===== src/rtl/clk_div_pkg.sv =====
// Shared constants and state type for the programmable 50%-duty clock divider.
package clk_div_pkg;
  localparam int CNT_W_DEFAULT   = 8;
  localparam int DIV_MIN         = 2;
  localparam int DEF_DIV_DEFAULT = 9;

  typedef enum logic {
    ST_IDLE = 1'b0,
    ST_RUN  = 1'b1
  } run_state_t;
endpackage


===== src/rtl/clk_div_negcap.sv =====
// Falling-edge retime flop; its async reset lets a reset drop clk_div mid negedge half.
module clk_div_negcap (
  input  logic clk,
  input  logic rst,
  input  logic d,
  output logic q
);
  always_ff @(negedge clk or posedge rst) begin
    if (rst) q <= 1'b0;
    else     q <= d;
  end
endmodule


===== src/rtl/clk_div_prog.sv =====
// Programmable clock divider: 50% duty for any N >= 2, boundary-aligned divisor updates.
module clk_div_prog
  import clk_div_pkg::*;
#(
  parameter int CNT_W   = CNT_W_DEFAULT,
  parameter int DEF_DIV = DEF_DIV_DEFAULT
) (
  input  logic             clk,
  input  logic             rst,
  input  logic             en,
  input  logic [CNT_W-1:0] div_in,
  input  logic             div_load,
  output logic             clk_div,
  output logic             tick,
  output logic             div_pend,
  output logic             div_err
);
  localparam logic [CNT_W-1:0] DIV_RST = CNT_W'(DEF_DIV);
  localparam logic [CNT_W-1:0] DIV_LO  = CNT_W'(DIV_MIN);

  run_state_t       state, state_nxt;
  logic [CNT_W-1:0] cnt, cnt_nxt;
  logic [CNT_W-1:0] div_act, div_act_nxt;
  logic [CNT_W-1:0] div_pnd, div_pnd_nxt;
  logic             pend_nxt, err_nxt, tick_nxt;
  logic             p, p_nxt, n;
  logic             load_ok, wrap, run_nxt;

  assign load_ok = div_load && (div_in >= DIV_LO);
  assign wrap    = (cnt == (div_act - CNT_W'(1)));

  always_comb begin
    state_nxt   = state;
    cnt_nxt     = cnt;
    div_act_nxt = div_act;
    div_pnd_nxt = div_pnd;
    pend_nxt    = div_pend;
    err_nxt     = div_err;
    if (div_load) err_nxt = !load_ok;
    case (state)
      ST_RUN: begin
        if (wrap) begin
          cnt_nxt   = '0;
          state_nxt = en ? ST_RUN : ST_IDLE;
          // A load landing on the last count of a period takes effect right here.
          if (load_ok) begin
            div_act_nxt = div_in;
            pend_nxt    = 1'b0;
          end else if (div_pend) begin
            div_act_nxt = div_pnd;
            pend_nxt    = 1'b0;
          end
        end else begin
          cnt_nxt = cnt + CNT_W'(1);
          if (load_ok) begin
            div_pnd_nxt = div_in;
            pend_nxt    = 1'b1;
          end
        end
      end
      default: begin
        cnt_nxt   = '0;
        state_nxt = en ? ST_RUN : ST_IDLE;
        if (div_pend) begin
          div_act_nxt = div_pnd;
          pend_nxt    = 1'b0;
        end
        if (load_ok) begin
          div_pnd_nxt = div_in;
          pend_nxt    = 1'b1;
        end
      end
    endcase
    run_nxt  = (state_nxt == ST_RUN);
    p_nxt    = run_nxt && (cnt_nxt < (div_act_nxt >> 1));
    tick_nxt = run_nxt && (cnt_nxt == '0);
  end

  always_ff @(posedge clk or posedge rst) begin
    if (rst) begin
      state    <= ST_IDLE;
      cnt      <= '0;
      div_act  <= DIV_RST;
      div_pend <= 1'b0;
      div_err  <= 1'b0;
      p        <= 1'b0;
      tick     <= 1'b0;
    end else begin
      state    <= state_nxt;
      cnt      <= cnt_nxt;
      div_act  <= div_act_nxt;
      div_pend <= pend_nxt;
      div_err  <= err_nxt;
      p        <= p_nxt;
      tick     <= tick_nxt;
    end
  end

  // Pending value is only ever consumed while div_pend is set, so it needs no reset.
  always_ff @(posedge clk) begin
    div_pnd <= div_pnd_nxt;
  end

  clk_div_negcap u_negcap (
    .clk (clk),
    .rst (rst),
    .d   (p),
    .q   (n)
  );

  // n is low at every period boundary, so switching parity there cannot glitch.
  assign clk_div = p | (div_act[0] & n);
endmodule


===== config.mk =====
export PLATFORM = sky130hd
export DESIGN_NAME = clk_div_prog
export DESIGN_NICKNAME = d
export VERILOG_FILES = /design/src/rtl/clk_div_pkg.sv /design/src/rtl/clk_div_negcap.sv /design/src/rtl/clk_div_prog.sv
export SDC_FILE = /design/constraint.sdc
export NUM_CORES = 1
export LEC_CHECK = 0
export ABC_AREA = 0
export CORE_UTILIZATION = 38
export CTS_CLUSTER_DIAMETER = 200
export DETAILED_ROUTE_END_ITERATION = 7
export PLACE_DENSITY_LB_ADDON = 0.2
export SYNTH_ARGS = -nofsm -noshare
export SYNTH_HDL_FRONTEND = slang
export SYNTH_HIERARCHICAL = 1
export SYNTH_SLANG_ARGS = --single-unit

===== constraint.sdc =====
create_clock -name clk -period 3.05 [get_ports clk]
set_clock_uncertainty 0.05 [all_clocks]
set_input_delay 0.4575 -clock clk [delete_from_list [all_inputs] [get_ports clk]]
set_output_delay 0.4575 -clock clk [all_outputs]
set_load 0.02 [all_outputs]

# Word-level counts from Yosys, hierarchy flattened
# Cells that the tools add are included.
[word_totals]
register_bits = 30
inputBits = 12
wordCells = 41
[classes]
muxes = 16
n_bitwise = 2
n_reduce_logical = 5
n_eq_ne = 4
add_sub_neg = 2
magnitude_cmp = 2
[op_table]
columns = ["operator", "n"]
rows = [
  ["2-to-1 mux 8 bit", 9],
  ["adder 8 x 1 -> 8 bit, second input constant", 1],
  ["== test 8 bit", 1],
  [">= comparator 8 x 2 -> 1 bit, second input constant", 1],
  ["zero test 8 bit", 1],
  ["< comparator 8 x 7 -> 1 bit", 1],
  ["subtractor 8 x 1 -> 8 bit, second input constant", 1],
  ["2-to-1 mux 1 bit", 7],
  ["logical AND 1 bit", 3],
  ["!= test 3 x 1 -> 1 bit, second input constant", 1],
  ["!= test 2 x 1 -> 1 bit, second input constant", 1],
  ["!= test 2 bit, second input constant", 1],
  ["bitwise AND 1 bit", 1],
  ["zero test 1 bit", 1],
  ["OR 1 bit", 1],
]

# Depth between registers and ports, before layout
[logic_depth]
depth_word = 7
mapped_depth = 15
ltp_nobuf = 14

# Hierarchy
# Netlist, hierarchy kept.
[modules_own_cells]
columns = ["mod", "seq_area_each_um2", "area_per_inst_um2", "cells_per_inst", "instances"]
rows = [
  ["clk_div_prog", 768.2, 1900.6, 189, 1],
  ["clk_div_negcap", 25.0, 28.8, 2, 1],
]

==> load_flow_metrics.sql <==
INSERT INTO impl_metrics (metric_group, metric, value, unit) VALUES
('run_status', 'run_status', 'finished with violations', ''),
('run_status', 'violations', 'negative setup slack', ''),
('synthesis', 'flip_flop_and_latch_count_after_synthesis', '30', ''),
('critical_path', 'timing.reg2reg.worst_path_depth', '14', ''),
('critical_path', 'worst_r2r_endpoint', 'p', ''),
('floorplanning', 'die_h', '73.3', 'um'),
('place', 'dpl.cell_count', '305', ''),
('power', 'power.clock.fraction', '0.120', ''),
('detailed_routing', 'vias', '1730', ''),
('sta', 'grt_setup_unrepaired', 'true', ''),
('detailed_routing', 'detail_route.first_pass.iterations', '5', ''),
('sta', 'max_freq', '0.292', 'GHz'),
('floorplanning', 'standard_cell_rows', '25', ''),
('cts', 'cts-root-buf', 'sky130_fd_sc_hd__clkbuf_8', ''),
('cts', 'cts_max_level', '2', ''),
('detailed_routing', 'wl_met3', '257', 'um'),
('worst_hold_path', 'worstHoldPathCells', '1', ''),
('sta', 'final-hold-violation-count', '0', ''),
('worst_hold_path', 'timing.hold.worst.class', 'reg -> reg', ''),
('place', 'pre_cts_ws', '-419', 'ps'),
('sta', 'postLayoutSetupSlackWorst', '-376', 'ps'),
('power', 'p_int', '1510', 'uW'),
('place', 'place.detailed.hpwl', '4040', 'um'),
('synthesis', 'synthDominantAreaCellType', 'sky130_fd_sc_hd__dfrtp_1', ''),
('layout', 'stdcell_count', '314', ''),
('cts', 'clock_tree.buffer_depth', '2', ''),
('power', 'ir_drop', '0.411', 'mV'),
('synthesis', 'postSynthCellCount', '191', ''),
('synthesis', 'fraction_of_the_yosys_area_taken_by_sequential_cells', '0.411', ''),
('synthesis', 'synthFlopType', 'sky130_fd_sc_hd__dfrtp_1', ''),
('layout', 'num_antenna_cells', '0', ''),
('floorplanning', 'die_w', '73.3', 'um'),
('detailed_routing', 'drt_first_iter_violations', '120', ''),
('layout', 'multiInputGateArea', '1100', 'um^2'),
('place', 'port_buffers', '15', ''),
('critical_path', 'critical_path.endpoint_type', 'flip-flop', ''),
('detailed_routing', 'post-route-drc-count', '0', ''),
('floorplanning', 'core_area', '4820', 'um^2'),
('sta', 'whs', '451', 'ps'),
('layout', 'area.sequential', '793', 'um^2'),
('power', 'share_comb_of_total_power', '0.610', ''),
('layout', 'post_route_cell_area', '2570', 'um^2'),
('synthesis', 'synth_area_per_cell', '10.1', 'um^2'),
('synthesis', 'ys_top_cells_by_area', 'sky130_fd_sc_hd__dfrtp_1, sky130_fd_sc_hd__edfxtp_1, sky130_fd_sc_hd__ha_1', ''),
('critical_path', 'arrival', '3560', 'ps'),
('sta', 'report.final.setup_viol', '1', ''),
('place', 'globalplace.congestion', '0.881', ''),
('cts', 'clock_latency', '280', 'ps'),
('synthesis', 'yosysTopAreaCellShare', '0.246', ''),
('critical_path', 'setup.worst_path.class', 'reg -> reg', ''),
('power', 'leakage', '0.00117', 'uW'),
('global_route', 'initial_antenna_violation_count', '0', ''),
('global_route', 'maximum_number_of_pins_on_one_net_before_global_route_repair', '22', ''),
('global_route', 'grt_remaining_overflow', '0', ''),
('cts', 'clkSlewWorstSetupHoldPaths', '70', 'ps'),
('synthesis', 'yosysUniqueCellTypes', '52', ''),
('global_route', 'grtUsageTotal', '0.215', ''),
('synthesis', 'ys.warnings.count', '6', ''),
('sta', 'setup-tns-final', '-376', 'ps'),
('detailed_routing', 'highest_layer', 'met4', ''),
('worst_hold_path', 'hold_path.startpoint', 'div_err', ''),
('place', 'place_area', '2430', 'um^2'),
('floorplanning', 'design.portCount', '16', ''),
('critical_path', 'timing.critical_path.required', '3180', 'ps'),
('critical_path', 'worst_r2r_startpoint', 'div_act[1]', ''),
('worst_hold_path', 'worstHoldEndpoint', 'div_err', ''),
('power', 'pwr-share-seq', '0.269', ''),
('layout', 'layout.nets', '266', ''),
('synthesis', 'number_of_nets_produced_by_synthesis', '211', ''),
('layout', 'nFillCells', '447', ''),
('cts', 'cts_tree', 'yes', '');
## cell usage after synthesis (2+ instances only)
library cell,number
sky130_fd_sc_hd__dfrtp_1,19
sky130_fd_sc_hd__inv_1,11
sky130_fd_sc_hd__nor4_1,3
sky130_fd_sc_hd__nand3_1,12
sky130_fd_sc_hd__xor2_1,10
sky130_fd_sc_hd__clkbuf_1,8
sky130_fd_sc_hd__a31oi_1,3
sky130_fd_sc_hd__mux2_2,2
sky130_fd_sc_hd__nand2_1,14
sky130_fd_sc_hd__nor2_1,14
sky130_fd_sc_hd__nor3_1,3
sky130_fd_sc_hd__xnor2_1,5
sky130_fd_sc_hd__edfxtp_1,8
sky130_fd_sc_hd__and3_1,3
sky130_fd_sc_hd__or2b_1,2
sky130_fd_sc_hd__a21o_1,5
sky130_fd_sc_hd__o221ai_1,3
sky130_fd_sc_hd__a22oi_1,3
sky130_fd_sc_hd__o221a_2,3
sky130_fd_sc_hd__dfstp_2,2
sky130_fd_sc_hd__mux2i_1,10
sky130_fd_sc_hd__a21oi_1,2
sky130_fd_sc_hd__o21ai_0,8
sky130_fd_sc_hd__ha_1,8
sky130_fd_sc_hd__a22o_1,3
## how the worst max path moves through the flow
stage | slack [ps] | endpoint | from | cells past startpoint
finish | -380 | p | div_act[1] | 14
global route | -560 | p | div_act[1] | 16
CTS | -300 | p | div_act[1] | 13
detailed placement | -420 | p | div_act[1] | 14
global placement | -300 | p | div_act[1] | 14
floorplan | -200 | p | div_act[1] | 14
## kinds of logic (layout without fill, tap and decap cells)
logic type / after synthesis / in the layout / synth area share
and+or+nand+nor: 62 / 62 / 0.169
buffers and inverters: 21 / 77 / 0.0454
muxes: 12 / 12 / 0.0636
DFF: 30 / 30 / 0.411
AOI/OAI and AO/OA: 43 / 43 / 0.191
adders and majority gates: 8 / 8 / 0.0519
xor gates and xnor gates: 15 / 15 / 0.0681
## per-stage QoR
step / total power, uW / utilization
6_report: 2550 / 0.533
5_1_grt: 2740 / 0.533
4_1_cts: 2510 / 0.526
3_5_place_dp: 2150 / 0.505
3_3_place_gp: 2100 / 0.505
2_1_floorplan: 1550 / -
## placed cells by master, fill, tap and decap left out, types with 5 or more instances in the layout
| cell type | count |
|---|---|
| sky130_fd_sc_hd__inv_1 | 11 |
| sky130_fd_sc_hd__nand3_1 | 12 |
| sky130_fd_sc_hd__dfrtp_1 | 19 |
| sky130_fd_sc_hd__xor2_1 | 10 |
| sky130_fd_sc_hd__clkdlybuf4s50_1 | 14 |
| sky130_fd_sc_hd__a21o_1 | 5 |
| sky130_fd_sc_hd__o21ai_0 | 7 |
| sky130_fd_sc_hd__edfxtp_1 | 8 |
| sky130_fd_sc_hd__buf_4 | 42 |
| sky130_fd_sc_hd__nand2_1 | 14 |
| sky130_fd_sc_hd__nor2_1 | 13 |
| sky130_fd_sc_hd__ha_1 | 8 |
| sky130_fd_sc_hd__mux2i_1 | 8 |
| sky130_fd_sc_hd__clkbuf_8 | 5 |
| sky130_fd_sc_hd__xnor2_1 | 5 |
## worst max-delay path: stages (launching register included)
cell	delay, ps
sky130_fd_sc_hd__dfrtp_1	380
sky130_fd_sc_hd__inv_1	70
sky130_fd_sc_hd__ha_1	150
sky130_fd_sc_hd__or3b_4	410
sky130_fd_sc_hd__or4_4	500
sky130_fd_sc_hd__nand4_4	100
sky130_fd_sc_hd__nor4_4	50
sky130_fd_sc_hd__buf_4	180
sky130_fd_sc_hd__a21o_1	230
sky130_fd_sc_hd__a22oi_2	190
sky130_fd_sc_hd__ha_1	270
sky130_fd_sc_hd__a211o_1	300
sky130_fd_sc_hd__nor2b_1	110
sky130_fd_sc_hd__mux2i_1	90
sky130_fd_sc_hd__a221oi_2	240
## per-layer routing
metal  GRT usage  vias to the layer above
met5           0                        -
met4      0.0741                        0
met3      0.0302                       15
met2       0.372                       66
met1       0.275                      833
li1            -                      816
## cell type report
class | instances | area share
sequential | 30 | 0.309
clock inverter | 2 | 0.00341
timing repair buffer | 58 | 0.184
inverter | 11 | 0.0161
multi-input combinational | 140 | 0.427
clock buffer | 6 | 0.0283
tap | 67 | 0.0326
## power by group through the flow
stage / combinational, uW / sequential, uW / clock [uW]
final: 1560 / 688 / 308
after global routing: 1700 / 707 / 330
after CTS: 1510 / 688 / 311
after detailed placement: 1450 / 696 / 0
after global placement: 1410 / 689 / 0
after floorplan: 884 / 661 / 0
## what timing repair did
action	in CTS	in global routing
hold buffers	0	0
buffers inserted	0	1
setup endpoints to repair	2	9
pin swaps	2	1
gates resized for setup	10	6
Power figures use the tool's default switching activity.
